[src/rtl/isa_host_pkg.sv]
// Shared types and constants for the ISA host-side bus initiator.
// Strobe vectors are active-low, ordered {ior, iow, memr, memw}.
package isa_host_pkg;

  localparam int CNT_W           = 10;
  localparam int SETUP_CYC_DEF   = 5;
  localparam int STROBE_CYC_DEF  = 12;
  localparam int HOLD_CYC_DEF    = 7;
  localparam int TIMEOUT_CYC_DEF = 1023;

  typedef enum logic [2:0] {
    ST_IDLE,
    ST_SETUP,
    ST_STROBE,
    ST_WAIT,
    ST_HOLD
  } state_e;

  // Strobe selection is indexed by {read, io}.
  typedef enum logic [1:0] {
    SEL_MEMW = 2'b00,
    SEL_IOW  = 2'b01,
    SEL_MEMR = 2'b10,
    SEL_IOR  = 2'b11
  } strobe_sel_e;

  function automatic logic [3:0] strobe_lines(input logic read, input logic io);
    logic [3:0] s;
    s = 4'b1111;
    case (strobe_sel_e'({read, io}))
      SEL_MEMW: s = 4'b1110;
      SEL_IOW:  s = 4'b1011;
      SEL_MEMR: s = 4'b1101;
      SEL_IOR:  s = 4'b0111;
      default:  s = 4'b1111;
    endcase
    return s;
  endfunction

endpackage

[src/rtl/isa_rdy_sync.sv]
// Two-flop synchronizer bringing the asynchronous IOCHRDY line into clk.
// Resets to "not ready" so a fresh cycle never exits on stale state.
module isa_rdy_sync (
  input  logic clk,
  input  logic reset,
  input  logic rdy_in,
  output logic rdy_s
);

  logic meta_q;
  logic sync_q;

  always_ff @(posedge clk or posedge reset) begin
    if (reset) begin
      meta_q <= 1'b0;
      sync_q <= 1'b0;
    end else begin
      meta_q <= rdy_in;
      sync_q <= meta_q;
    end
  end

  assign rdy_s = sync_q;

endmodule

[src/rtl/isa_host_master.sv]
// ISA bus initiator: one request becomes a setup/strobe/wait/hold bus cycle
// with IOCHRDY wait states and a timeout abort. All bus outputs are registered.
module isa_host_master
  import isa_host_pkg::*;
#(
  parameter int SETUP_CYC   = SETUP_CYC_DEF,
  parameter int STROBE_CYC  = STROBE_CYC_DEF,
  parameter int HOLD_CYC    = HOLD_CYC_DEF,
  parameter int TIMEOUT_CYC = TIMEOUT_CYC_DEF
) (
  input  logic        clk,
  input  logic        reset,
  input  logic        req_valid,
  output logic        req_ready,
  input  logic [19:0] req_addr,
  input  logic [7:0]  req_wdata,
  input  logic        req_read,
  input  logic        req_io,
  output logic        rsp_valid,
  output logic [7:0]  rsp_rdata,
  output logic        rsp_err,
  output logic [19:0] bus_a,
  output logic [7:0]  bus_d_out,
  output logic        bus_d_oe,
  input  logic [7:0]  bus_d_in,
  output logic        bus_ior_l,
  output logic        bus_iow_l,
  output logic        bus_memr_l,
  output logic        bus_memw_l,
  output logic        bus_aen,
  input  logic        bus_rdy
);

  logic rdy_s;

  isa_rdy_sync u_rdy_sync (
    .clk    (clk),
    .reset  (reset),
    .rdy_in (bus_rdy),
    .rdy_s  (rdy_s)
  );

  state_e           state_q, state_d;
  logic [CNT_W-1:0] cnt_q, cnt_d;
  logic [CNT_W-1:0] wcnt_q, wcnt_d;
  logic             read_q, read_d;
  logic             io_q, io_d;
  logic [19:0]      bus_a_q, bus_a_d;
  logic [7:0]       bus_d_out_q, bus_d_out_d;
  logic             bus_d_oe_q, bus_d_oe_d;
  logic             bus_aen_q, bus_aen_d;
  logic [3:0]       strobe_l_q, strobe_l_d;
  logic             rsp_valid_q, rsp_valid_d;
  logic [7:0]       rsp_rdata_q, rsp_rdata_d;
  logic             rsp_err_q, rsp_err_d;
  logic             req_ready_q, req_ready_d;
  logic             end_strobe;
  logic             timed_out;

  always_comb begin
    state_d     = state_q;
    cnt_d       = cnt_q;
    wcnt_d      = wcnt_q;
    read_d      = read_q;
    io_d        = io_q;
    bus_a_d     = bus_a_q;
    bus_d_out_d = bus_d_out_q;
    bus_d_oe_d  = bus_d_oe_q;
    bus_aen_d   = bus_aen_q;
    strobe_l_d  = strobe_l_q;
    rsp_valid_d = 1'b0;
    rsp_rdata_d = rsp_rdata_q;
    rsp_err_d   = rsp_err_q;
    req_ready_d = req_ready_q;
    end_strobe  = 1'b0;
    timed_out   = 1'b0;

    case (state_q)
      ST_IDLE: begin
        if (req_valid) begin
          state_d     = ST_SETUP;
          req_ready_d = 1'b0;
          read_d      = req_read;
          io_d        = req_io;
          bus_a_d     = req_addr;
          bus_d_out_d = req_wdata;
          bus_d_oe_d  = ~req_read;
          bus_aen_d   = 1'b0;
          cnt_d       = CNT_W'(SETUP_CYC - 1);
        end
      end
      ST_SETUP: begin
        if (cnt_q == '0) begin
          state_d    = ST_STROBE;
          strobe_l_d = strobe_lines(read_q, io_q);
          cnt_d      = CNT_W'(STROBE_CYC - 1);
        end else begin
          cnt_d = cnt_q - 1'b1;
        end
      end
      ST_STROBE: begin
        if (cnt_q == '0) begin
          if (rdy_s) begin
            end_strobe = 1'b1;
          end else begin
            state_d = ST_WAIT;
            wcnt_d  = '0;
          end
        end else begin
          cnt_d = cnt_q - 1'b1;
        end
      end
      ST_WAIT: begin
        // A ready card wins over a timeout landing on the same clock.
        if (rdy_s) begin
          end_strobe = 1'b1;
        end else if (wcnt_q == CNT_W'(TIMEOUT_CYC - 1)) begin
          end_strobe = 1'b1;
          timed_out  = 1'b1;
        end else begin
          wcnt_d = wcnt_q + 1'b1;
        end
      end
      ST_HOLD: begin
        if (cnt_q == '0) begin
          state_d     = ST_IDLE;
          rsp_valid_d = 1'b1;
          req_ready_d = 1'b1;
          bus_d_oe_d  = 1'b0;
          bus_aen_d   = 1'b1;
        end else begin
          cnt_d = cnt_q - 1'b1;
        end
      end
      default: state_d = ST_IDLE;
    endcase

    if (end_strobe) begin
      state_d     = ST_HOLD;
      cnt_d       = CNT_W'(HOLD_CYC - 1);
      strobe_l_d  = 4'b1111;
      rsp_err_d   = timed_out;
      rsp_rdata_d = timed_out ? 8'hFF : (read_q ? bus_d_in : 8'h00);
    end
  end

  always_ff @(posedge clk or posedge reset) begin
    if (reset) begin
      state_q     <= ST_IDLE;
      cnt_q       <= '0;
      wcnt_q      <= '0;
      read_q      <= 1'b0;
      io_q        <= 1'b0;
      bus_a_q     <= '0;
      bus_d_out_q <= '0;
      bus_d_oe_q  <= 1'b0;
      bus_aen_q   <= 1'b1;
      strobe_l_q  <= 4'b1111;
      rsp_valid_q <= 1'b0;
      rsp_rdata_q <= '0;
      rsp_err_q   <= 1'b0;
      req_ready_q <= 1'b1;
    end else begin
      state_q     <= state_d;
      cnt_q       <= cnt_d;
      wcnt_q      <= wcnt_d;
      read_q      <= read_d;
      io_q        <= io_d;
      bus_a_q     <= bus_a_d;
      bus_d_out_q <= bus_d_out_d;
      bus_d_oe_q  <= bus_d_oe_d;
      bus_aen_q   <= bus_aen_d;
      strobe_l_q  <= strobe_l_d;
      rsp_valid_q <= rsp_valid_d;
      rsp_rdata_q <= rsp_rdata_d;
      rsp_err_q   <= rsp_err_d;
      req_ready_q <= req_ready_d;
    end
  end

  assign req_ready = req_ready_q;
  assign rsp_valid = rsp_valid_q;
  assign rsp_rdata = rsp_rdata_q;
  assign rsp_err   = rsp_err_q;
  assign bus_a     = bus_a_q;
  assign bus_d_out = bus_d_out_q;
  assign bus_d_oe  = bus_d_oe_q;
  assign bus_aen   = bus_aen_q;
  assign {bus_ior_l, bus_iow_l, bus_memr_l, bus_memw_l} = strobe_l_q;

endmodule
[config.mk]
export PLATFORM = sky130hd
export DESIGN_NAME = isa_host_master
export DESIGN_NICKNAME = d
export VERILOG_FILES = /design/src/rtl/isa_host_pkg.sv /design/src/rtl/isa_rdy_sync.sv /design/src/rtl/isa_host_master.sv
export SDC_FILE = /design/constraint.sdc
export NUM_CORES = 1
export LEC_CHECK = 0
export ABC_AREA = 0
export CORE_MARGIN = 2
export CORE_UTILIZATION = 35
export CTS_CLUSTER_DIAMETER = 100
export DETAILED_ROUTE_END_ITERATION = 6
export GPL_TIMING_DRIVEN = 0
export HOLD_SLACK_MARGIN = 0.1
export PLACE_DENSITY = 0.63
export SLEW_MARGIN = 25
export SYNTH_ARGS = -nofsm -noshare
export SYNTH_HDL_FRONTEND = slang
export SYNTH_SLANG_ARGS = --single-unit
[constraint.sdc]
create_clock -name clk -period 2.5 [get_ports clk]
set_input_delay 0.75 -clock clk [delete_from_list [all_inputs] [get_ports clk]]
set_output_delay 0.75 -clock clk [all_outputs]
set_load 0.005 [all_outputs]
**Word level (Yosys, flattened, before mapping)**

Cells that the tools add are included.

- Register bits: 71

- Add/sub/neg operators: 2
- Equality and inequality tests: 21
- Multiplexer cells: 38
- Bitwise operators: 1
- Reductions and logical operators: 15

Operators with widths:

| cell | number |
|---|---|
| 10-bit two-way mux | 8 |
| 10-bit case mux with 3 select lines | 1 |
| 10-bit case mux with 2 select lines | 1 |
| 3-bit two-way mux | 6 |
| 3-bit inequality test, second input constant | 6 |
| 8-bit two-way mux | 2 |
| 4-bit case mux with 4 select lines | 1 |
| 3-bit case mux with 5 select lines | 1 |
| 2-bit inequality test, second input constant | 7 |
| 1-bit two-way mux | 12 |
| 4-bit two-way mux | 3 |
| 10-bit by 1-bit adder with 10-bit output, second input constant | 1 |
| 10-bit == test, second input constant | 1 |
| 10-bit logical NOT | 1 |
| 10-bit by 1-bit subtractor with 10-bit output, second input constant | 1 |
| 2-bit nonzero test | 4 |
| 3-bit by 2-bit == test with 1-bit output, second input constant | 2 |
| 1-bit case mux with 2 select lines | 3 |
| 3-bit AND reduction | 2 |
| 6-bit AND reduction | 1 |
| 5-bit AND reduction | 1 |
| 2-bit == test, second input constant | 2 |
| 2-bit AND reduction | 2 |
| 4-bit nonzero test | 1 |
| 7 further kinds | 7 |

**Depth between registers and ports, before layout**

Gate-level depths: netlist of run 1.

- Word-level depth: 6
- Gate-level depth with buffers: 8
- Depth with buffers taken out: 7

**By module**

A second synthesis of run 1 with hierarchy kept.

- Cells, all modules: 311
- Area, all modules: 3408.3 µm²

By module, submodules not included:

| module | instances | cells each | area each (µm²) |
|---|---|---|---|
| isa_host_master | 1 | 308 | 3354.5 |
| isa_rdy_sync | 1 | 3 | 53.8 |

**Worst setup path after synthesis of run 1**

Ideal clock, no wire load.

- Path type: register to register
- Start point: reg cnt_q[0]
- End point: reg cnt_q[9]
- Library setup time: 0.079 ns
- Arrival time: 2.047 ns
- Required time: 2.421 ns
- Slack: 0.374 ns
- Cell stages (with the launch flop): 8
- Cell sequence: dfrtp_1 inv_1 ha_1 or4b_1 o31ai_4 a21oi_2 a2111oi_2 mux2i_1

- Longest elaborated chain between the ends: 5

Ends and longest elaborated chain:

| item | RTL line | source |
|---|---|---|
| start: declaration | isa_host_master.sv:44 | `logic [CNT_W-1:0] cnt_q, cnt_d;` |
| start signal: assignment | isa_host_master.sv:165 | `cnt_q <= cnt_d;` |
| parallel branches: the longest is 5 deep, another holds 10-bit by 1-bit subtractor with 10-bit output | - |  |

Several ways; the timed one is not identified. The select of a mux whose other input is x is not followed.
A chain may end at the register's enable or synchronous reset.

**Worst setup path after layout of run 1**

- Start point: in req_valid
- End point: reg bus_a_q[19], in the netlist bus_a[19]

- Longest elaborated chain between the ends: 1

Ends and longest elaborated chain:

| item | RTL line | source |
|---|---|---|
| start: declaration | isa_host_master.sv:13 | `input logic req_valid,` |
| 2-bit AND reduction (no line) | - |  |
| end signal: assignment | isa_host_master.sv:169 | `bus_a_q <= bus_a_d;` |
| end: declaration | isa_host_master.sv:48 | `logic [19:0] bus_a_q, bus_a_d;` |

Every way passes these cells.

==> impl_metrics.csv, run 1 <==
group,metric,value,unit
route,routed_wl,7400,um
job,drv_cap,0,
critical_path,end_kind,"register",
layout,fillers,816,
sta,fin_skew,0.00824,ns
route,remaining_drc_errors,0,
clock_network,root_buffer,"clkbuf_8",
logic_synthesis,netlist_area,3240,um2
power,seqPwrFrac,0.361,
sta,worstMarginPinSlew,0.659,ns
placed_design,place_hpwl,5350,um
global_routing,grt_pass1_wl,12900,um
logic_synthesis,syn_avg_cell_area,11.1,um2
power,total_power,0.00512,W
logic_synthesis,syn_nets,337,
route,final_antenna_net_count,0,
layout,fin_nets,438,
layout,diodes,0,
global_routing,grt-ovfl-total,0,
route,vias,2598,
layout,drive_gt1_frac,0.181,
sta,finalHoldViolCount,0,
clock_network,max-clock-path-buffers,2,
logic_synthesis,syn_inst,291,
global_routing,antenna_found_initial,0,
layout,syn_to_final_growth,40.5,%
logic_synthesis,synth_edf_count,0,
placed_design,finalWeightedCongestion,0.766,
critical_path,critPathArrivalTime,2.57,ns
sta,maxSlewHeadroom,0.556,
global_routing,grt.busiest_layer,"met2",
min_path,hold_class,"register to register",
placed_design,port_buffers,86,
power,p_comb_frac,0.437,
floorplan,ios,87,
logic_synthesis,synth_top_area_share,0.509,
global_routing,grt_max_degree,22,
route,dr.pass1.iters,4,
clock_network,clk_pin_slew,0.08,ns
critical_path,cp-start-kind,"input port",
logic_synthesis,ys_seq_area_frac,0.550,
logic_synthesis,ys_top_cells_by_area,"dfrtp_1 (51%), mux2_2 (10%), dfstp_2 (4.0%)",
global_routing,grt.met3_usage,0.0522,
logic_synthesis,synth_seq_cells,71,
sta,max_freq,0.427,GHz
floorplan,start_util,0.356,
power,power_density,1120,nW/um2
floorplan,fp-row-count,35,
floorplan,dieArea,10100,um2
global_routing,grt_use_total,0.162,
global_routing,grt_pass1_vias,2701,
critical_path,cp_max_fo,10,
floorplan,die_w,100,um
clock_network,clk_latency,0.35,ns
logic_synthesis,synthDistinctLibCells,45,
sta,rsz0062_at_grt,"no",
route,routedWlPerCell,14.6,um
floorplan,coreArea,9110,um2
sta,fin_crit_sh,0.937,
power,pwr-share-clk,0.202,
sta,setup_viol_count_final,0,
power,internal_power,0.00343,W
logic_synthesis,ys_warn_count,0,
floorplan,die_h,100,um
sta,hold_slack,0.352,ns
power,p_sw,0.00169,W
clock_network,cts_num_sinks,71,
run_status,run_status,"complete, no violations",
logic_synthesis,yosysTopAreaCell,"dfrtp_1",
sta,drv_slew,0,
route,drt-vias-per-instance,5.11,
sta,finalCriticalPeriod,2.34,ns
clock_network,htreeDepth,3,
critical_path,required,2.73,ns
global_routing,use_met2,0.250,
logic_synthesis,yosysMostFrequentCell,"dfrtp_1",
power,peakVddDrop,533,uV
global_routing,met1_usage,0.210,
power,switching_share,0.330,
clock_network,tritoncts,"done",
route,first_iter_violations,133,
critical_path,worstSetupPathType,"input port to register",
logic_synthesis,synth_common_cells,"dfrtp_1 (66), mux2_2 (30), nor2_1 (25)",
power,p_leak,1.90,nW
logic_synthesis,synthArstFlopShare,1.00,
logic_synthesis,ys.flop_type,"dfrtp_1",
clock_network,cts_buffers,9,
==> final cells by class <==
class,instances,area (um2),share of cell area
Tap cell,111,139,0.0305
Clock inverter,6,92.6,0.0203
Inverter,8,33.8,0.00741
Clock buffer,10,128,0.0280
Sequential cell,71,1780,0.391
Buffer,15,71.3,0.0156
Timing Repair Buffer,90,951,0.209
Multi-Input combinational cell,197,1360,0.299
==> layer usage <==
metal,share of wire,up-vias
li1,-,1252
met1,0.44,1266
met2,0.48,69
met3,0.066,11
met4,0.016,0
met5,0,-
==> critical path, cell delays in order <==
cell and delay (ns):
clkdlybuf4s50_1 0.52, and3_1 0.16, clkbuf_1 0.26, clkbuf_1 0.47, mux2_2 0.40
==> what timing repair did <==
item,CTS,global route
setup buffers,0,1
endpoints found under the hold margin,0,0
resized for setup,0,2
endpoints found under the setup margin,0,4
hold buffers,0,0
==> state kept, by name, indices dropped and copies added, names as in the netlist, 3 cells and up <==
| name | cells |
|---|---|
| bus_a | 20 |
| rsp_rdata | 8 |
| wcnt_q | 10 |
| cnt_q | 10 |
| bus_d_out | 8 |
| state_q | 3 |
| strobe_l_q | 4 |
==> layout by cell type, fill, tap and decap left out, drive strengths merged, types with 3 or more instances in the layout <==
master and count:
clkbuf 18, inv 9, o31ai 5, or4 4
o41ai 4, o21ai 36, clkdlybuf4s50 86, dfrtp 66
a31oi 5, dfstp 5, a22o 4, mux2i 4
nor2 25, nand3 12, and3 4, nand4 3
nand3b 4, buf 11, ha 4, mux2 30
a21oi 6, nand2 23, clkinvlp 3, nor3 3
==> cells by family after synthesis <==
| kind of cell | count (synthesis) | synth area share |
|---|---|---|
| XOR/XNOR | 2 | 0.00540 |
| flip-flops | 71 | 0.550 |
| AO/OA/AOI/OAI | 71 | 0.145 |
| multiplexers | 34 | 0.116 |
| AND/OR/NAND/NOR | 86 | 0.138 |
| buffers and inverters | 23 | 0.0309 |
| adder cells (fa/ha/maj) | 4 | 0.0154 |
==> final timing paths <==
check | start | cells after the start | slack [ns] | endpoint
setup reg to reg | cnt_q[0] | 7 | 0.20 | cnt_q[6]
max in group asynchronous | reset | 4 | 1.07 | strobe_l_q[2]
setup / recovery | req_valid | 5 | 0.16 | bus_a[19]
hold reg to reg | u_rdy_sync.meta_q | 0 | 0.35 | u_rdy_sync.rdy_s
min in group asynchronous | reset | 2 | 0.75 | bus_a[18]
hold / removal | u_rdy_sync.meta_q | 0 | 0.35 | u_rdy_sync.rdy_s
==> power groups by stage <==
stage	clock network, W	registers [W]	logic [W]
floorplan	0	0.00186	0.00124
CTS	0.00106	0.00185	0.00227
detailed placement	0	0.00186	0.00226
global placement	0	0.00185	0.00222
global route	0.00111	0.00192	0.00249
finish	0.00103	0.00185	0.00224
==> per-stage QoR <==
stage	setup TNS [ns]	std cells	setup WS, ns	cell area, um2	util
6_report	0	508	0.157	4560	0.501
2_1_floorplan	0	291	0.374	3250	-
3_3_place_gp	-6.85	488	-0.248	4250	0.466
5_1_grt	0	508	0.000932	4560	0.501
3_5_place_dp	-6.96	491	-0.259	4330	0.475
4_1_cts	0	507	0.115	4550	0.500
(Power assumes the default switching activity.)
==> run 2, diff against run 1 <==
--- a/config.mk
+++ b/config.mk
@@ -6,6 +6,7 @@
 export NUM_CORES = 1
 export LEC_CHECK = 0
 export ABC_AREA = 0
+export ABC_CLOCK_PERIOD_IN_PS = 2500
 export CORE_MARGIN = 2
 export CORE_UTILIZATION = 35
 export CTS_CLUSTER_DIAMETER = 100
==> results of run 2 <==
The final DEF is identical to that of run 1; final timing and power are the same.
==> run 3, diff against run 2 <==
--- a/config.mk
+++ b/config.mk
@@ -6,14 +6,13 @@
 export NUM_CORES = 1
 export LEC_CHECK = 0
 export ABC_AREA = 0
-export ABC_CLOCK_PERIOD_IN_PS = 2500
-export CORE_MARGIN = 2
+export ABC_CLOCK_PERIOD_IN_PS = 2200
 export CORE_UTILIZATION = 35
 export CTS_CLUSTER_DIAMETER = 100
 export DETAILED_ROUTE_END_ITERATION = 6
 export GPL_TIMING_DRIVEN = 0
 export HOLD_SLACK_MARGIN = 0.1
-export PLACE_DENSITY = 0.63
+export PLACE_DENSITY = 0.61
 export SLEW_MARGIN = 25
 export SYNTH_ARGS = -nofsm -noshare
 export SYNTH_HDL_FRONTEND = slang
==> constraint.sdc (replaced) <==
create_clock -name clk -period 2.2 [get_ports clk]
set_input_delay 0.66 -clock clk [delete_from_list [all_inputs] [get_ports clk]]
set_output_delay 0.66 -clock clk [all_outputs]
set_load 0.005 [all_outputs]
==> impl_metrics.csv, run 3 (synthesis gave the netlist of run 1 again) <==
group,metric,value,unit
run_status,run_status,"finished, violations left",
run_status,violations,"negative setup slack",
critical_path,cp_slowest_cell,"or4_4",
layout,seqCellArea,1780,um2
route,routedWlPerCell,15.6,um
critical_path,worstSetupPathType,"register to register",
critical_path,end_kind,"register",
route,first_iter_violations,57,
floorplan,ios,87,
power,p_leak,1.98,nW
layout,largest_reg_flops,20,
global_routing,grt_use_total,0.171,
clock_network,max-clock-path-buffers,2,
power,power_density,1290,nW/um2
layout,drive_gt1_frac,0.258,
sta,fin_skew,0.0111,ns
sta,fin_crit_sh,1.01,
clock_network,root_buffer,"clkbuf_8",
sta,setup_ws,-0.0306,ns
route,remaining_drc_errors,0,
power,total_power,0.00610,W
clock_network,cts_num_sinks,71,
layout,fin_nets,448,
layout,final_common_cell,"clkdlybuf4s50_1",
placed_design,place_hpwl,5330,um
floorplan,die_h,98.3,um
clock_network,clk_latency,0.35,ns
global_routing,antenna_found_initial,0,
critical_path,critPathTopFamily,"compound AO/OA/AOI/OAI gates",
sta,finalHoldViolCount,0,
min_path,hold_class,"register to register",
critical_path,max_stage_delay,0.60,ns
layout,multi_input_area,1490,um2
critical_path,worst-path-buf-inv,0,
clock_network,cts_buffers,9,
min_path,holdPathEnd,"u_rdy_sync.rdy_s",
sta,max_freq,0.448,GHz
critical_path,crit_chain,"or4_4 -> o31ai_4 -> a21oi_4 -> a2111oi_4 -> mux2i_1",
route,vias,2637,
floorplan,start_util,0.367,
floorplan,fp-row-count,34,
critical_path,cp_max_fo,8,
global_routing,grt_pass1_vias,2727,
critical_path,r2r_cells,5,
critical_path,cp-start-kind,"register",
clock_network,tritoncts,"done",
clock_network,postCtsHoldBufs,0,
sta,maxSlewHeadroom,0.530,
power,peakVddDrop,586,uV
floorplan,die_w,98.3,um
floorplan,dieArea,9660,um2
global_routing,grt_max_degree,31,
critical_path,critPathArrivalTime,2.50,ns
route,final_antenna_net_count,0,
layout,syn_to_final_growth,46.2,%
clock_network,htreeDepth,3,
floorplan,coreArea,8850,um2
job,drv_cap,0,
clock_network,clk_pin_slew,0.08,ns
layout,fillers,789,
critical_path,required,2.47,ns
min_path,min_path_cells,0,
min_path,min_from,"u_rdy_sync.meta_q",
critical_path,r2r-end,"cnt_q[9]",
critical_path,timing.rr.start,"cnt_q[5]",
placed_design,port_buffers,86,
layout,utilization,0.536,
route,dr.pass1.iters,6,
critical_path,ff2ff_setup_slack,-0.03,ns
route,drt-vias-per-instance,5.12,
global_routing,grt-ovfl-total,0,
sta,worstMarginPinSlew,0.697,ns
sta,drv_slew,0,
placed_design,finalWeightedCongestion,0.792,
route,routed_wl,8010,um
layout,diodes,0,
layout,final_cell_mix,"clkdlybuf4s50_1 (86), dfrtp_1 (65), mux2_2 (30), nor2_1 (25), nand2_1 (22)",
sta,setup_viol_count_final,3,
global_routing,grt_pass1_wl,12900,um
sta,finalCriticalPeriod,2.23,ns
sta,rsz0062_at_grt,"yes",
==> run 3: cell count changes in the layout (fill, tap and decap cells not counted), sizes merged <==
cell,change
clkinv,+3
buf,+13
clkbuf,-3
clkinvlp,-1
inv,-2
==> run 3: what timing repair did <==
item,CTS,global route
cloned,0,1
gates resized for setup,14,24
pin swaps,6,13
endpoints found under the setup margin,48,39
setup buffers,7,5
==> run 3: through the flow <==
step	hold WS [ns]	std cells	TNS, ns	setup slack, ns	instance area [um2]
final	0.350	515	-0.0647	-0.0306	4740
after global routing	0.359	515	-0.787	-0.109	4740
after CTS	0.355	510	-0.0749	-0.0517	4610
after detailed placement	0.336	487	-14.93	-0.471	4280
after global placement	0.332	485	-26.72	-0.487	4240
after floorplan	0.331	291	0	0.0736	3250
==> run 3: worst max path at each step <==
stage | from | to | cells after the start
final | cnt_q[5] | cnt_q[9] | 5
after global routing | cnt_q[1] | cnt_q[6] | 7
after CTS | cnt_q[1] | cnt_q[6] | 7
after detailed placement | req_valid | bus_d_out[5] | 5
after global placement | req_valid | bus_a[9] | 5
after floorplan | cnt_q[0] | cnt_q[9] | 7
==> run 3: final cells by class <==
cell class / count / share of cell area
clock inverters: 6 / 0.0182
clock buffers: 10 / 0.0269
multi-input cells: 197 / 0.315
plain buffers: 14 / 0.0171
well taps: 108 / 0.0285
repair buffers: 101 / 0.211
inverters: 8 / 0.00712
flip-flops and latches: 71 / 0.376
==> run 3: report_power, final <==
| part | internal, W | switching [W] | total, W |
|---|---|---|---|
| Combinational | 0.00159 | 0.00124 | 0.00283 |
| Sequential | 0.00181 | 0.000299 | 0.00211 |
| Clock | 0.000637 | 0.000525 | 0.00116 |
| Total | 0.00404 | 0.00206 | 0.00610 |
==> run 3: routing by layer <==
layer	wire [um]	vias up	global-route usage
li1	-	1277	-
met4	107	0	0.0677
met1	3640	1270	0.217
met2	3530	80	0.256
met3	728	10	0.0730
met5	0	-	0
